File: src/rtl/hc_csr_bank.sv
// hc_csr_bank: CCI-P MMIO CSR bank with buffer descriptors, run-control FSM and status read-back
// Ports: clk, reset (async, active-high); mmio_wr_valid/mmio_rd_valid/mmio_addr (dword)/mmio_tid/mmio_wdata
// from c0; mmio_rsp_valid/mmio_rsp_tid/mmio_rsp_data to c2; dsm_base, buf_addr, buf_size, buf_valid
// to the datapath; acc_rst/acc_start/running out and acc_done in for run control.
// Optional: define HC_CSR_CYCLE_CNT_EN for the 64-bit CYCLES run counter at CSR_BASE+8.
module hc_csr_bank #(
  parameter int          NUM_BUFFERS = 3,
  parameter logic [15:0] CSR_BASE    = 16'h0F0,
  parameter int          SIZE_W      = 32
) (
  input  logic                          clk,
  input  logic                          reset,
  input  logic                          mmio_wr_valid,
  input  logic                          mmio_rd_valid,
  input  logic [15:0]                   mmio_addr,
  input  logic [8:0]                    mmio_tid,
  input  logic [63:0]                   mmio_wdata,
  output logic                          mmio_rsp_valid,
  output logic [8:0]                    mmio_rsp_tid,
  output logic [63:0]                   mmio_rsp_data,
  output logic [63:0]                   dsm_base,
  output logic [64*NUM_BUFFERS-1:0]     buf_addr,
  output logic [SIZE_W*NUM_BUFFERS-1:0] buf_size,
  output logic [NUM_BUFFERS-1:0]        buf_valid,
  output logic                          acc_rst,
  output logic                          acc_start,
  input  logic                          acc_done,
  output logic                          running
);
  typedef enum logic [2:0] {
    S_RESET = 3'd0,
    S_IDLE  = 3'd1,
    S_RUN   = 3'd2,
    S_STOP  = 3'd3,
    S_DONE  = 3'd4
  } state_t;
  localparam logic [15:0] ST_A = CSR_BASE >> 2;
  localparam logic [15:0] CY_A = (CSR_BASE + 16'd8) >> 2;
  localparam logic [13:0] NB   = 14'(NUM_BUFFERS);
  state_t      state, nxt;
  logic        err, set_err, hit, bhit, wr_ok, ctrl_wr, all_valid;
  logic [13:0] bidx;
  logic [31:0] cmd, ctrl;
  logic [63:0] status, cycles, rdata;
  // Dword < 0x100 is byte < 0x400; 64-bit registers sit on even dwords only.
  assign hit       = mmio_addr[15:8] == 8'd0 && !mmio_addr[0];
  assign bidx      = 14'((mmio_addr - 16'h48) >> 2);
  assign bhit      = hit && mmio_addr >= 16'h48 && bidx < NB;
  assign wr_ok     = mmio_wr_valid && state != S_RUN;
  assign ctrl_wr   = mmio_wr_valid && mmio_addr == 16'h46;
  assign cmd       = mmio_wdata[31:0];
  assign all_valid = &buf_valid;
  assign acc_rst   = state == S_RESET;
  assign running   = state == S_RUN;
  assign status    = {48'd0, 8'(buf_valid), 4'd0, err, 3'(state)};
  for (genvar i = 0; i < NUM_BUFFERS; i++) begin : g_buf
    logic              sel, v;
    logic [63:0]       a;
    logic [SIZE_W-1:0] s;
    assign sel = wr_ok && bhit && bidx == 14'(i);
    always_ff @(posedge clk or posedge reset)
      if (reset) begin
        a <= '0;
        s <= '0;
        v <= 1'b0;
      end else begin
        if (sel && !mmio_addr[1]) a <= mmio_wdata;
        if (sel && mmio_addr[1]) s <= mmio_wdata[SIZE_W-1:0];
        v <= (nxt == S_RESET) ? 1'b0 : v | (sel && mmio_addr[1]);
      end
    assign buf_addr[64*i+:64]         = a;
    assign buf_size[SIZE_W*i+:SIZE_W] = s;
    assign buf_valid[i]               = v;
  end
  always_comb begin
    nxt     = state;
    set_err = 1'b0;
    case (state)
      S_RESET: nxt = (ctrl_wr && cmd == 32'h1) ? S_IDLE : S_RESET;
      // A STOP write in the same cycle as acc_done takes priority.
      S_RUN:   nxt = (ctrl_wr && cmd == 32'h7) ? S_STOP : acc_done ? S_DONE : S_RUN;
      default: begin
        if (ctrl_wr && cmd == 32'h3) begin
          nxt     = all_valid ? S_RUN : state;
          set_err = !all_valid;
        end else if (ctrl_wr && cmd == 32'h1) nxt = S_IDLE;
      end
    endcase
    if (ctrl_wr && cmd == 32'h0) nxt = S_RESET;
  end
  always_comb begin
    rdata = 64'd0;
    if (hit) begin
      rdata = mmio_addr == 16'h44 ? dsm_base :
              mmio_addr == 16'h46 ? {32'd0, ctrl} :
              mmio_addr == ST_A   ? status :
              mmio_addr == CY_A   ? cycles : 64'd0;
      for (int i = 0; i < NUM_BUFFERS; i++)
        if (bhit && bidx == 14'(i))
          rdata = mmio_addr[1] ? 64'(buf_size[SIZE_W*i+:SIZE_W]) : buf_addr[64*i+:64];
    end
  end
  always_ff @(posedge clk or posedge reset)
    if (reset) begin
      state          <= S_RESET;
      err            <= 1'b0;
      ctrl           <= 32'd0;
      acc_start      <= 1'b0;
      dsm_base       <= 64'd0;
      mmio_rsp_valid <= 1'b0;
      mmio_rsp_tid   <= 9'd0;
      mmio_rsp_data  <= 64'd0;
    end else begin
      state          <= nxt;
      err            <= (nxt == S_RESET) ? 1'b0 : err | set_err;
      acc_start      <= nxt == S_RUN && state != S_RUN;
      mmio_rsp_valid <= mmio_rd_valid;
      if (ctrl_wr) ctrl <= cmd;
      if (wr_ok && mmio_addr == 16'h44) dsm_base <= mmio_wdata;
      if (mmio_rd_valid) begin
        mmio_rsp_tid  <= mmio_tid;
        mmio_rsp_data <= rdata;
      end
    end
`ifdef HC_CSR_CYCLE_CNT_EN
  always_ff @(posedge clk or posedge reset)
    if (reset) cycles <= 64'd0;
    else if (nxt == S_RUN && state != S_RUN) cycles <= 64'd0;
    else if (state == S_RUN) cycles <= cycles + 64'd1;
`else
  assign cycles = 64'd0;
`endif
endmodule

File: config.mk
export PLATFORM = sky130hd
export DESIGN_NAME = hc_csr_bank
export DESIGN_NICKNAME = d
export VERILOG_FILES = /design/src/rtl/hc_csr_bank.sv
export SDC_FILE = /design/constraint.sdc
export NUM_CORES = 1
export LEC_CHECK = 0
export CAP_MARGIN = 10
export CORE_ASPECT_RATIO = 1.5
export CORE_MARGIN = 2
export CORE_UTILIZATION = 45
export DETAILED_ROUTE_END_ITERATION = 10
export GPL_TIMING_DRIVEN = 0
export PLACE_DENSITY = 0.77
export SLEW_MARGIN = 20
export SYNTH_ARGS = -nofsm -noshare
export SYNTH_HDL_FRONTEND = slang
export SYNTH_SLANG_ARGS = --single-unit
File: constraint.sdc
create_clock -name clk -period 15.1 [get_ports clk]
set_clock_uncertainty 0.15 [all_clocks]
set_input_delay 2.265 -clock clk [delete_from_list [all_inputs] [get_ports clk]]
set_output_delay 2.265 -clock clk [all_outputs]
set_load 0.05 [all_outputs]
Word-level counts from Yosys, hierarchy flattened
Cells that the tools add are included.
{"block": "word_totals", "regBits": 466, "latchBits": 0, "ramBits": 0, "mem_bits_ro": 0, "word_cells": 93, "mem_count": 0}
{"block": "op_classes", "n_addsub": 1, "multipliers": 0, "div_mod_pow": 0, "n_lt_le_gt_ge": 2, "n_eq_ne": 11, "shift": 0, "n_mux": 24, "bitwise_logic": 4, "n_reduce_logical": 34}
{"cell": "$mux 64", "n": 8}
{"cell": "$eq 16x7->1 const B", "n": 2}
{"cell": "$eq 32x1->1 const B", "n": 1}
{"cell": "$eq 32x2->1 const B", "n": 1}
{"cell": "$eq 32x3->1 const B", "n": 1}
{"cell": "$logic_not 32->1", "n": 1}
{"cell": "$mux 32", "n": 1}
{"cell": "$logic_and 1x1->1", "n": 24}
{"cell": "$mux 3", "n": 6}
{"cell": "$eq 16x6->1 const B", "n": 1}
{"cell": "$ge 16x7->1 const B", "n": 1}
{"cell": "$sub 16x7->16 const B", "n": 1}
{"cell": "$eq 14x1->1 const B", "n": 1}
{"cell": "$eq 14x2->1 const B", "n": 1}
{"cell": "$logic_not 14->1", "n": 1}
{"cell": "$lt 14x2->1 const B", "n": 1}
{"cell": "$mux 11", "n": 1}
{"cell": "$logic_not 8->1", "n": 1}
{"cell": "$mux 1", "n": 7}
{"cell": "$eq 3x2->1 const B", "n": 2}
{"cell": "$logic_not 3->1", "n": 2}
{"cell": "$pmux 3 s2", "n": 1}
{"cell": "$or 1x1->1", "n": 4}
{"cell": "$logic_not 1->1", "n": 3}
{"cell": "other kinds (3)", "n": 3}

Depth between registers and ports, before layout
Gate-level depths: netlist (run 1).
{"block": "logic_depth", "word_depth": 9, "ltp_mapped": 11, "mapped_depth_nobuf": 8}

Worst setup path after synthesis (run 1)
No wires, ideal clock.
{"block": "synth_timing", "kind": "input -> register", "startpoint": "in mmio_addr[3]", "endpoint": "reg g_buf[2].a[10]", "setup_ns": 0.125, "t_arrival_ns": 4.586, "required_ns": 14.825, "setup_slack_ns": 10.239, "stages": 10, "n_path_buf": 2, "path_cell_list": "buf_2 inv_1 ha_1 nand2b_1 a211o_1 a2111o_1 nor2_4 nand2_1 clkbuf_1 mux2_2"}
{"block": "synth_via", "elab_chain_len": 6}
{"element": "start: declaration", "line_no": "15", "rtl": "input logic [15:0] mmio_addr,"}
{"element": "$sub 16x7->16 or $ge 16x7->1 (tied branches)", "line_no": "47, 48"}
{"element": "$lt 14x2->1 or $logic_and 1x1->1 (tied branches)", "line_no": "48", "rtl": "assign bhit = hit && mmio_addr >= 16'h48 && bidx < NB;"}
{"element": "$logic_and 1x1->1", "line_no": "48"}
{"element": "$logic_and 1x1->1", "line_no": "60", "rtl": "assign sel = wr_ok && bhit && bidx == 14'(i);"}
{"element": "$logic_and 1x1->1 *", "line_no": "60"}
{"element": "$logic_and 1x1->1 *", "line_no": "67", "rtl": "if (sel && !mmio_addr[1]) a <= mmio_wdata;"}
{"element": "end signal: assignment", "line_no": "67"}
{"element": "end: declaration", "line_no": "58", "rtl": "logic [63:0] a;"}
Mark *: on every way between the ends. The rest lies on a longest branch, timed or not.
A chain may end at the register's enable or synchronous reset.

Final worst setup path (run 1)
{"block": "layout_timing", "startpoint": "in mmio_addr[13]", "endpoint": "reg mmio_rsp_data[63]"}
{"block": "layout_via", "elab_chain_len": 9}
{"element": "parallel branches: the longest is 8 deep, another holds $sub 16x7->16"}
{"element": "$mux 64 *", "line_no": "93", "rtl": "if (hit) begin"}
{"element": "end signal: assignment", "line_no": "122", "rtl": "mmio_rsp_data <= rdata;"}
{"element": "end: declaration", "line_no": "20", "rtl": "output logic [63:0] mmio_rsp_data,"}
Mark *: on every way between the ends.

==> metrics, run 1 <==
Crit. End Element flip-flop; final setup violation count 0; Global Route Usage Sum 31.9%; Die X 179 um; Sw Pwr 592 uW; largest net degree at the start of global routing 37; R2R Path End g_buf[0].a[14]; via count 16.2k; fin util 62.6%; Final nets 2213; core region area 0.0454 mm2; Max Cap Violations 0; flip-flop and latch area 0.0117 mm2; f_max 149 MHz; Tcrit/Tclk final 44.6%; clk root buf clkbuf_16; Crit Path Max Fanout 10; setup TNS 0 ns; mapped cell area 0.0206 mm2; post-route cell area 0.0284 mm2; hold path cells 1; Clock power frac 45.9%; Resize count post-CTS 0; Buf+Inv Stages, Crit Path 3; number of flops mapped to enable cells by yosys 0; CP required 15.44 ns; Ports 526; Clock Sinks 466; Pleak 0.0129 uW; post-DP HPWL 56.2 mm; FF+latch count, synth 466; RSZ-0062 raised after global routing false; Synth Net Count 1626; fin. max-slew vios 0; fraction of registers with async set/reset 100%; worst min path class reg2reg; Core Rows 96; hold slack 0.342 ns; layout cell share with drive strength beyond 1 20.4%; Cell Chain, Critical Path clkdlybuf4s50_1 > nor4_1 > nand4_1 > a21oi_1 > clkbuf_1 > clkbuf_1 > o21ai_0 > o21ai_0; Via density 5.89; Synth cell types 48; total gr overflow 0; Die Ht 266 um; Hold-fix buffers, CTS 0; Post-Synthesis Cells 1531; initial antenna violation count 2; part of the power in combinational logic 5.4%; top_reg_cell synth dfrtp_1; Detailed Route Iter0 Violations 1049; Starting Density 45.3%; Placed Area 0.0269 mm2; worst r2r path cells 7; first-pass GRT wire length 112 mm; number of global-route vias before repair 17.0k; CTS tree done; DRC 0; status finished clean; port buffer count 524; Reg2Reg Launch Point state[2]; Hold Startpoint mmio_rsp_data[2]; critical path arrival 7.08 ns; Switching Share 23.0%; Power Dens Cells 90.5 mW/mm2; H-tree levels 2; Max-slew headroom 22.9%; Seq pwr share 48.7%; syn_area_per_cell 13.4 um2; Clock Latency Late Sink 0.57 ns; worst reg2reg setup slack 11.79 ns; Worst VDD drop 0.0810 mV; Initial DRT Pass Iterations 5; delay-heaviest family, CP buffers and inverters; drt total wl 76.3 mm; setup repair bufs after CTS 0; Avg WL per Cell 27.8 um; minimum clock period 6.73 ns; TritonCTS Buffers 46; Worst path max stage delay 0.85 ns; clock slew at reported path FFs 0.07 ns; multi-input combinational cell area 0.00845 mm2; cell at the slowest stage of the critical path nand4_1; Worst Setup SP mmio_addr[13]; fill cell count 3630; Endpoint, Worst Hold mmio_rsp_data[2]; worst-margin pin slew 1.16 ns; DIE AREA 0.0475 mm2; CP startpoint kind input port; final-report hold violation count 0; CTS Buffer Depth 3; internal power 1980 uW; sequential fraction of the synthesis area 56.7%; Final ANT Viol Nets 0; routability congestion estimate 0.890; Layout area overhead 38.1%; Synth warnings 0; WS Path Type in2reg
[metal layers]
layer | global-route usage, % | share of wire [%]
met5 | 0 | 0.017
met4 | 14.0 | 4.9
met3 | 7.46 | 7.4
met2 | 56.5 | 52
met1 | 36.3 | 36
[cells in the mapped netlist, types with 25 or more instances]
cell         n  share of area (%)
o21ai_0    120                2.9
a2bb2oi_1   25                1.1
nor2b_1     60                1.8
a221oi_1    34                1.4
o22a_1      25                1.1
dfrtp_1    466                 57
mux2i_1     79                3.8
a22oi_1     32                1.2
mux2_1      96                5.3
clkbuf_1    81                1.5
a211oi_1    30                1.1
mux2_2     323                 18
[cells by family (layout without fill, tap and decap cells)]
kind of cell	Yosys count	in the layout	synth area share, %
mux	498	498	26.8
flops	466	466	56.7
compound gates	303	303	10.1
simple gates	145	145	4.09
buf+inv	118	743	2.32
fa+ha+maj	1	1	0.0608
other cells	0	1	0
[worst max path at each step]
| stage | endpoint | slack, ns | depth (start not counted) |
|---|---|---|---|
| after detailed placement | mmio_rsp_data[63] | 7.79 | 8 |
| after global placement | dsm_base[58] | 3.51 | 2 |
| after CTS | mmio_rsp_data[63] | 8.41 | 8 |
| final | mmio_rsp_data[63] | 8.37 | 8 |
| after floorplan | acc_start | 6.38 | 1 |
| after global routing | mmio_rsp_data[63] | 8.17 | 8 |
[per-stage QoR]
step / setup slack [ns] / total power [uW] / instances
floorplan: 6.38 / 1330 / 1531
CTS: 8.41 / 2590 / 2744
global placement: 3.51 / 1400 / 2643
global route: 8.17 / 2640 / 2745
detailed placement: 7.79 / 1410 / 2658
finish: 8.37 / 2570 / 2745
[sequential cells by signal, summed over array words and instances, names as in the netlist]
register,cells
g_buf.a,192
g_buf.s,96
dsm_base,64
mmio_rsp_data,64
ctrl,32
mmio_rsp_tid,9
g_buf.v,3
state,3
acc_start,1
err,1
mmio_rsp_valid,1
[cell usage in the layout (no fill, tap or decap), types with 9 or more instances in the layout]
cell type        count
nand2_1             18
buf_12              13
clkbuf_1            96
nor2_1              14
o22a_1              25
o21ai_0            120
clkdlybuf4s50_1    524
a2bb2oi_1           25
nor4_1              10
mux2i_1             79
mux2_2             323
dfrtp_1            466
clkbuf_16           46
a221oi_1            34
mux2_1              96
nand3_1             11
a211oi_1            30
nor2b_1             60
a22oi_1             32
buf_2               18
a21oi_1             14
clkbuf_8             9
[layout make-up]
class,instances,area share (%)
repair buffers,539,19.6
multi-input cells,947,29.7
diodes,1,0.00880
flip-flops and latches,466,41.0
plain buffers,109,1.56
well taps,588,2.59
clock inverters,16,0.739
inverters,9,0.132
clock buffers,70,4.68
[power by group through the flow]
stage	logic [uW]	registers (uW)	clock network (uW)
2_1_floorplan	47.5	1290	0
3_3_place_gp	125	1280	0
3_5_place_dp	138	1280	0
4_1_cts	139	1250	1190
5_1_grt	147	1250	1240
6_report	138	1250	1180
[worst reg2reg max path, stage by stage, from the launching register on]
cell,delay (ns)
dfrtp_1,0.44
nor2_1,0.09
nand2_1,0.11
inv_1,0.14
nor3b_1,0.48
nand4_1,0.77
clkbuf_1,0.59
mux2_2,0.42
Power figures use the tool's default switching activity.
==> run 2: changes to the inputs <==
--- a/config.mk
+++ b/config.mk
@@ -11,7 +11,7 @@
 export CORE_UTILIZATION = 45
 export DETAILED_ROUTE_END_ITERATION = 10
 export GPL_TIMING_DRIVEN = 0
-export PLACE_DENSITY = 0.77
+export PLACE_DENSITY = 0.74
 export SLEW_MARGIN = 20
 export SYNTH_ARGS = -nofsm -noshare
 export SYNTH_HDL_FRONTEND = slang
==> constraint.sdc (replaced) <==
create_clock -name clk -period 6.9 [get_ports clk]
set_clock_uncertainty 0.15 [all_clocks]
set_input_delay 1.035 -clock clk [delete_from_list [all_inputs] [get_ports clk]]
set_output_delay 1.035 -clock clk [all_outputs]
set_load 0.05 [all_outputs]
==> metrics, run 2 (same netlist as run 1, synthesis figures left out) <==
clk root buf clkbuf_16; most frequent cells in the layout clkdlybuf4s50_1 (524), dfrtp_1 (466), mux2_2 (323); setup repair bufs after CTS 0 (unchanged); clock slew at reported path FFs 0.06 ns (about the same); part of the power in combinational logic 5.5% (about the same); Global Route Usage Sum 31.7% (-0.18 points); number of global-route vias before repair 17.0k (-0.0059%); pre-CTS setup slack 1.13 ns (-6.66 ns); core region area 0.0454 mm2 (unchanged); Tcrit/Tclk final 75.8%; Resize count post-CTS 0 (unchanged); CP startpoint kind input port; minimum clock period 5.23 ns; Detailed Route Iter0 Violations 925 (-12%); Crit Path Max Fanout 10 (unchanged); Clock Sinks 466 (unchanged); Largest register FFs 192 (unchanged); fill cell count 3590 (-1.1%); final-report hold violation count 0 (unchanged); worst-margin pin slew 1.15 ns (-0.00683 ns); Sw Pwr 1270 uW (+110%); Final Power 5570 uW (+120%); Hold-fix buffers, CTS 0 (unchanged); Pleak 0.0129 uW (about the same); Layout area overhead 38.1% (about the same); initial antenna violation count 4 (+2); Core Rows 96 (unchanged); hold path cells 1 (unchanged); first-pass GRT wire length 111 mm (-0.56%); Final ANT Viol Nets 0 (unchanged); TritonCTS Buffers 45 (-2.2%); Avg WL per Cell 27.6 um (-0.66%); critical path arrival 5.56 ns (-1.52 ns); Switching Share 22.8% (-0.22 points); fin. max-slew vios 0 (unchanged); Clock power frac 45.3% (-0.6 points); port buffer count 524 (unchanged); Die X 179 um (unchanged); Seq pwr share 49.3% (+0.6 points); Via density 5.80 (-1.6%); Final nets 2213 (unchanged); CP required 7.23 ns (-8.21 ns); total gr overflow 0 (unchanged); final setup violation count 0 (unchanged); largest net degree at the start of global routing 36 (-2.7%); post-DP HPWL 56.5 mm (+0.60%); worst r2r path cells 7 (unchanged); f_max 191 MHz; drt total wl 75.8 mm (-0.66%); Starting Density 45.3% (unchanged); status finished clean; Clock Latency Late Sink 0.56 ns (about the same); Worst VDD drop 0.217 mV (+170%); Crit. End Element flip-flop; Power Dens Cells 196 mW/mm2 (+120%); Initial DRT Pass Iterations 5 (unchanged); Max Cap Violations 0 (unchanged); H-tree levels 2 (unchanged); cell at the slowest stage of the critical path nand4_1; Die Ht 266 um (unchanged); biggest regs g_buf.a x192, g_buf.s x96; DRC 0 (unchanged); via count 15.9k (-1.6%); layout cell share with drive strength beyond 1 20.5% (+0.065 points); commonest non-fill, non-tap cell in the layout clkdlybuf4s50_1; Setup WS post-layout 1.67 ns (-6.70 ns); largest reg by FF count g_buf.a; DIE AREA 0.0475 mm2 (unchanged); worst min path class reg2reg; Max-slew headroom 23.3% (+0.45 points); CTS Buffer Depth 3 (unchanged); Worst path max stage delay 0.82 ns (-0.03 ns); internal power 4300 uW (+120%); RSZ-0062 raised after global routing false; Ports 526 (unchanged); CTS tree done; routability congestion estimate 0.906 (+1.8%); Cell Chain, Critical Path clkdlybuf4s50_1 > nor4_1 > nand4_1 > a21oi_1 > clkbuf_1 > clkbuf_1 > o21ai_0 > o21ai_0; WS Path Type in2reg
[run 2: changes by cell type in the layout (fill, tap and decap cells not counted), sizes merged]
cell,previous run,this run
clkbuf,151,148
diode,1,3
inv,11,10
clkinv,6,10
buf,43,44
clkinvlp,4,2
bufinv,4,3
[run 2: cell type report]
class                      instances  area [um2]  area share, %
tap                              588         736           2.59
sequential                       466       11700           41.0
multi-input combinational        947        8450           29.7
clock inverter                    16         168          0.590
timing repair buffer             540        5580           19.6
inverter                           9        37.5          0.132
antenna                            3        7.51         0.0264
buffer                           109         443           1.56
clock buffer                      67        1330           4.68
[run 2: worst paths after layout]
check / startpoint / end / slack, ns
max: mmio_addr[13] / mmio_rsp_data[63] / 1.67
min: mmio_rsp_data[2] / mmio_rsp_data[2] / 0.34
max reg2reg: state[2] / g_buf[0].a[53] / 3.63
max in group asynchronous: reset / g_buf[1].a[3] / 4.13
min in group asynchronous: reset / g_buf[1].a[26] / 0.66
min reg2reg: mmio_rsp_data[2] / mmio_rsp_data[2] / 0.34
[run 2: per-layer routing]
layer  part of all wire, %  GRT usage, %  up-vias
met5                 0.040             0        -
met4                   5.6          15.0        4
met3                   6.9          7.69      186
met2                    52          56.2      659
met1                    36          35.4     8177
li1                      -             -     6884
[run 2: power groups by stage]
stage          clock, uW  sequential [uW]  combinational, uW
2_1_floorplan          0             2820                104
3_3_place_gp           0             2800                275
3_5_place_dp           0             2790                305
4_1_cts             2560             2740                307
5_1_grt             2670             2740                324
6_report            2520             2740                304
[run 2: critical path: cells and delay by family]
kind                   cells  cell delay, ns
and+or+nand+nor            2            1.46
AOI/OAI and AO/OA          3            1.23
buffers and inverters      3            1.83
[run 2: per-stage QoR]
stage	setup TNS (ns)	area, um2	utilization (%)	hold WS, ns	std cells
2_1_floorplan	-276.76	20600	-	0.324	1531
3_3_place_gp	-1613.57	26600	58.5	0.321	2643
3_5_place_dp	0	26900	59.3	0.323	2659
4_1_cts	0	28400	62.6	0.341	2742
5_1_grt	0	28400	62.6	0.364	2744
6_report	0	28400	62.6	0.336	2745
==> run 3: changes to the inputs <==
==> constraint.sdc (replaced) <==
create_clock -name clk -period 4.86 [get_ports clk]
set_clock_uncertainty 0.15 [all_clocks]
set_input_delay 0.729 -clock clk [delete_from_list [all_inputs] [get_ports clk]]
set_output_delay 0.729 -clock clk [all_outputs]
set_load 0.05 [all_outputs]
==> metrics, run 3 (same netlist as run 1, synthesis figures left out) <==
initial antenna violation count 4 (unchanged); largest net degree at the start of global routing 36 (unchanged); CTS Buffer Depth 3 (unchanged); Starting Density 45.3% (unchanged); WS Path Type in2reg; core region area 0.0454 mm2 (unchanged); Power Dens Cells 278 mW/mm2 (+42%); post-DP HPWL 56.5 mm (unchanged); final-report hold violation count 0 (unchanged); TritonCTS Buffers 45 (unchanged); Global Route Usage Sum 31.7% (about the same); number of global-route vias before repair 17.0k (+0.059%); critical path arrival 4.65 ns (-0.91 ns); dpl cells 2659 (unchanged); Die Ht 266 um (unchanged); minimum clock period 4.37 ns; DIE AREA 0.0475 mm2 (unchanged); f_max 229 MHz; Avg WL per Cell 27.6 um (-0.11%); final setup violation count 0 (unchanged); Final ANT Viol Nets 0 (unchanged); post-route cell area 0.0284 mm2 (about the same); Worst VDD drop 0.308 mV (+42%); RSZ-0062 raised after global routing false; Layout area overhead 38.1% (about the same); Final Non-Filler Cells 2748 (+0.11%); Final nets 2215 (+0.090%); fin. max-slew vios 0 (unchanged); Crit Path Max Fanout 10 (unchanged); Die X 179 um (unchanged); Largest register FFs 192 (unchanged); Initial DRT Pass Iterations 5 (unchanged); worst reg2reg setup slack 1.59 ns (-2.04 ns); hold slack 0.337 ns (+0.000996 ns); Max Cap Violations 0 (unchanged); Placed Area 0.0269 mm2 (unchanged); most frequent cells in the layout clkdlybuf4s50_1 (524), dfrtp_1 (466), mux2_2 (323); via count 15.9k (+0.069%); clock slew at reported path FFs 0.07 ns (about the same); Clock Latency Late Sink 0.56 ns (about the same); commonest non-fill, non-tap cell in the layout clkdlybuf4s50_1; worst-margin pin slew 1.18 ns (+0.0275 ns); CTS tree done; H-tree levels 2 (unchanged); Tcrit/Tclk final 89.9%; first-pass GRT wire length 111 mm (+0.11%); status finished clean; layout cell share with drive strength beyond 1 20.5% (+0.074 points); total gr overflow 0 (unchanged); setup TNS 0 ns (unchanged); drt total wl 75.8 mm (about the same); Max-slew headroom 21.5% (-1.8 points); CP required 5.14 ns (-2.09 ns); biggest regs g_buf.a x192, g_buf.s x96; Ports 526 (unchanged); Crit. End Element flip-flop; clk root buf clkbuf_16; port buffer count 524 (unchanged); routability congestion estimate 0.906 (unchanged); Core Rows 96 (unchanged); CP startpoint kind input port; Pleak 0.0129 uW (about the same); worst min path class reg2reg; Detailed Route Iter0 Violations 886 (-4.2%); DRC 0 (unchanged); largest reg by FF count g_buf.a; Via density 5.79 (about the same); Clock Sinks 466 (unchanged)
## run 3: changes by cell type in the layout (fill, tap and decap cells not counted), sizes merged
| cell | before | now |
|---|---|---|
| buf | 44 | 46 |
| diode | 3 | 4 |
## run 3: through the flow
step                      utilization, %  power (uW)  setup slack [ns]
after floorplan                        -        4150             -2.33
after detailed placement            59.3        4400            -0.608
after global routing                62.6        8140             0.389
after CTS                           62.6        7960             0.519
final                               62.6        7910             0.490
after global placement              58.5        4360             -5.26
## run 3: per-layer routing
layer  GRT usage (%)  routed length, um  vias up
li1                -                  -     6898
met1            35.5              27300     8208
met2            56.3              39200      629
met3            7.71               5170      182
met4            14.9               4070        4
met5               0                 30        -
## run 3: path summary, 6_finish.rpt
check	start	endpoint	depth (start not counted)
max	mmio_addr[13]	mmio_rsp_data[63]	9
min	mmio_rsp_data[2]	mmio_rsp_data[2]	1
max reg2reg	state[2]	g_buf[0].a[53]	7
min reg2reg	mmio_rsp_data[2]	mmio_rsp_data[2]	1
max in group asynchronous	reset	g_buf[1].a[3]	9
min in group asynchronous	reset	g_buf[1].a[26]	2
## run 3: cell type report
cell class | count | area, um2
Fill cell | 3587 | 17000
Sequential cell | 466 | 11700
Multi-Input combinational cell | 947 | 8450
Timing Repair Buffer | 542 | 5600
Clock buffer | 67 | 1330
Tap cell | 588 | 736
Buffer | 109 | 443
Clock inverter | 16 | 168
Inverter | 9 | 37.5
Antenna cell | 4 | 10.0
## run 3: timing repair
| action | in CTS | in global routing |
|---|---|---|
| resized for setup | 0 | 0 |
| hold endpoints to repair | 0 | 0 |
| setup buffers | 2 | 0 |
| hold buffers | 0 | 0 |
| endpoints found under the setup margin | 1 | 0 |
## run 3: power by group
part           internal [uW]  switching [uW]
combinational            152             278
clock                   2060            1520
sequential              3890            4.54
total                   6100            1800
## run 3: critical path, cell delays in order
cell and delay (ns):
clkdlybuf4s50_1 0.54, nor4_1 0.63, nand3_1 0.24, a2111oi_2 0.61
nand3_1 0.30, clkbuf_1 0.43, clkbuf_1 0.45, o21ai_0 0.54
o21ai_0 0.16
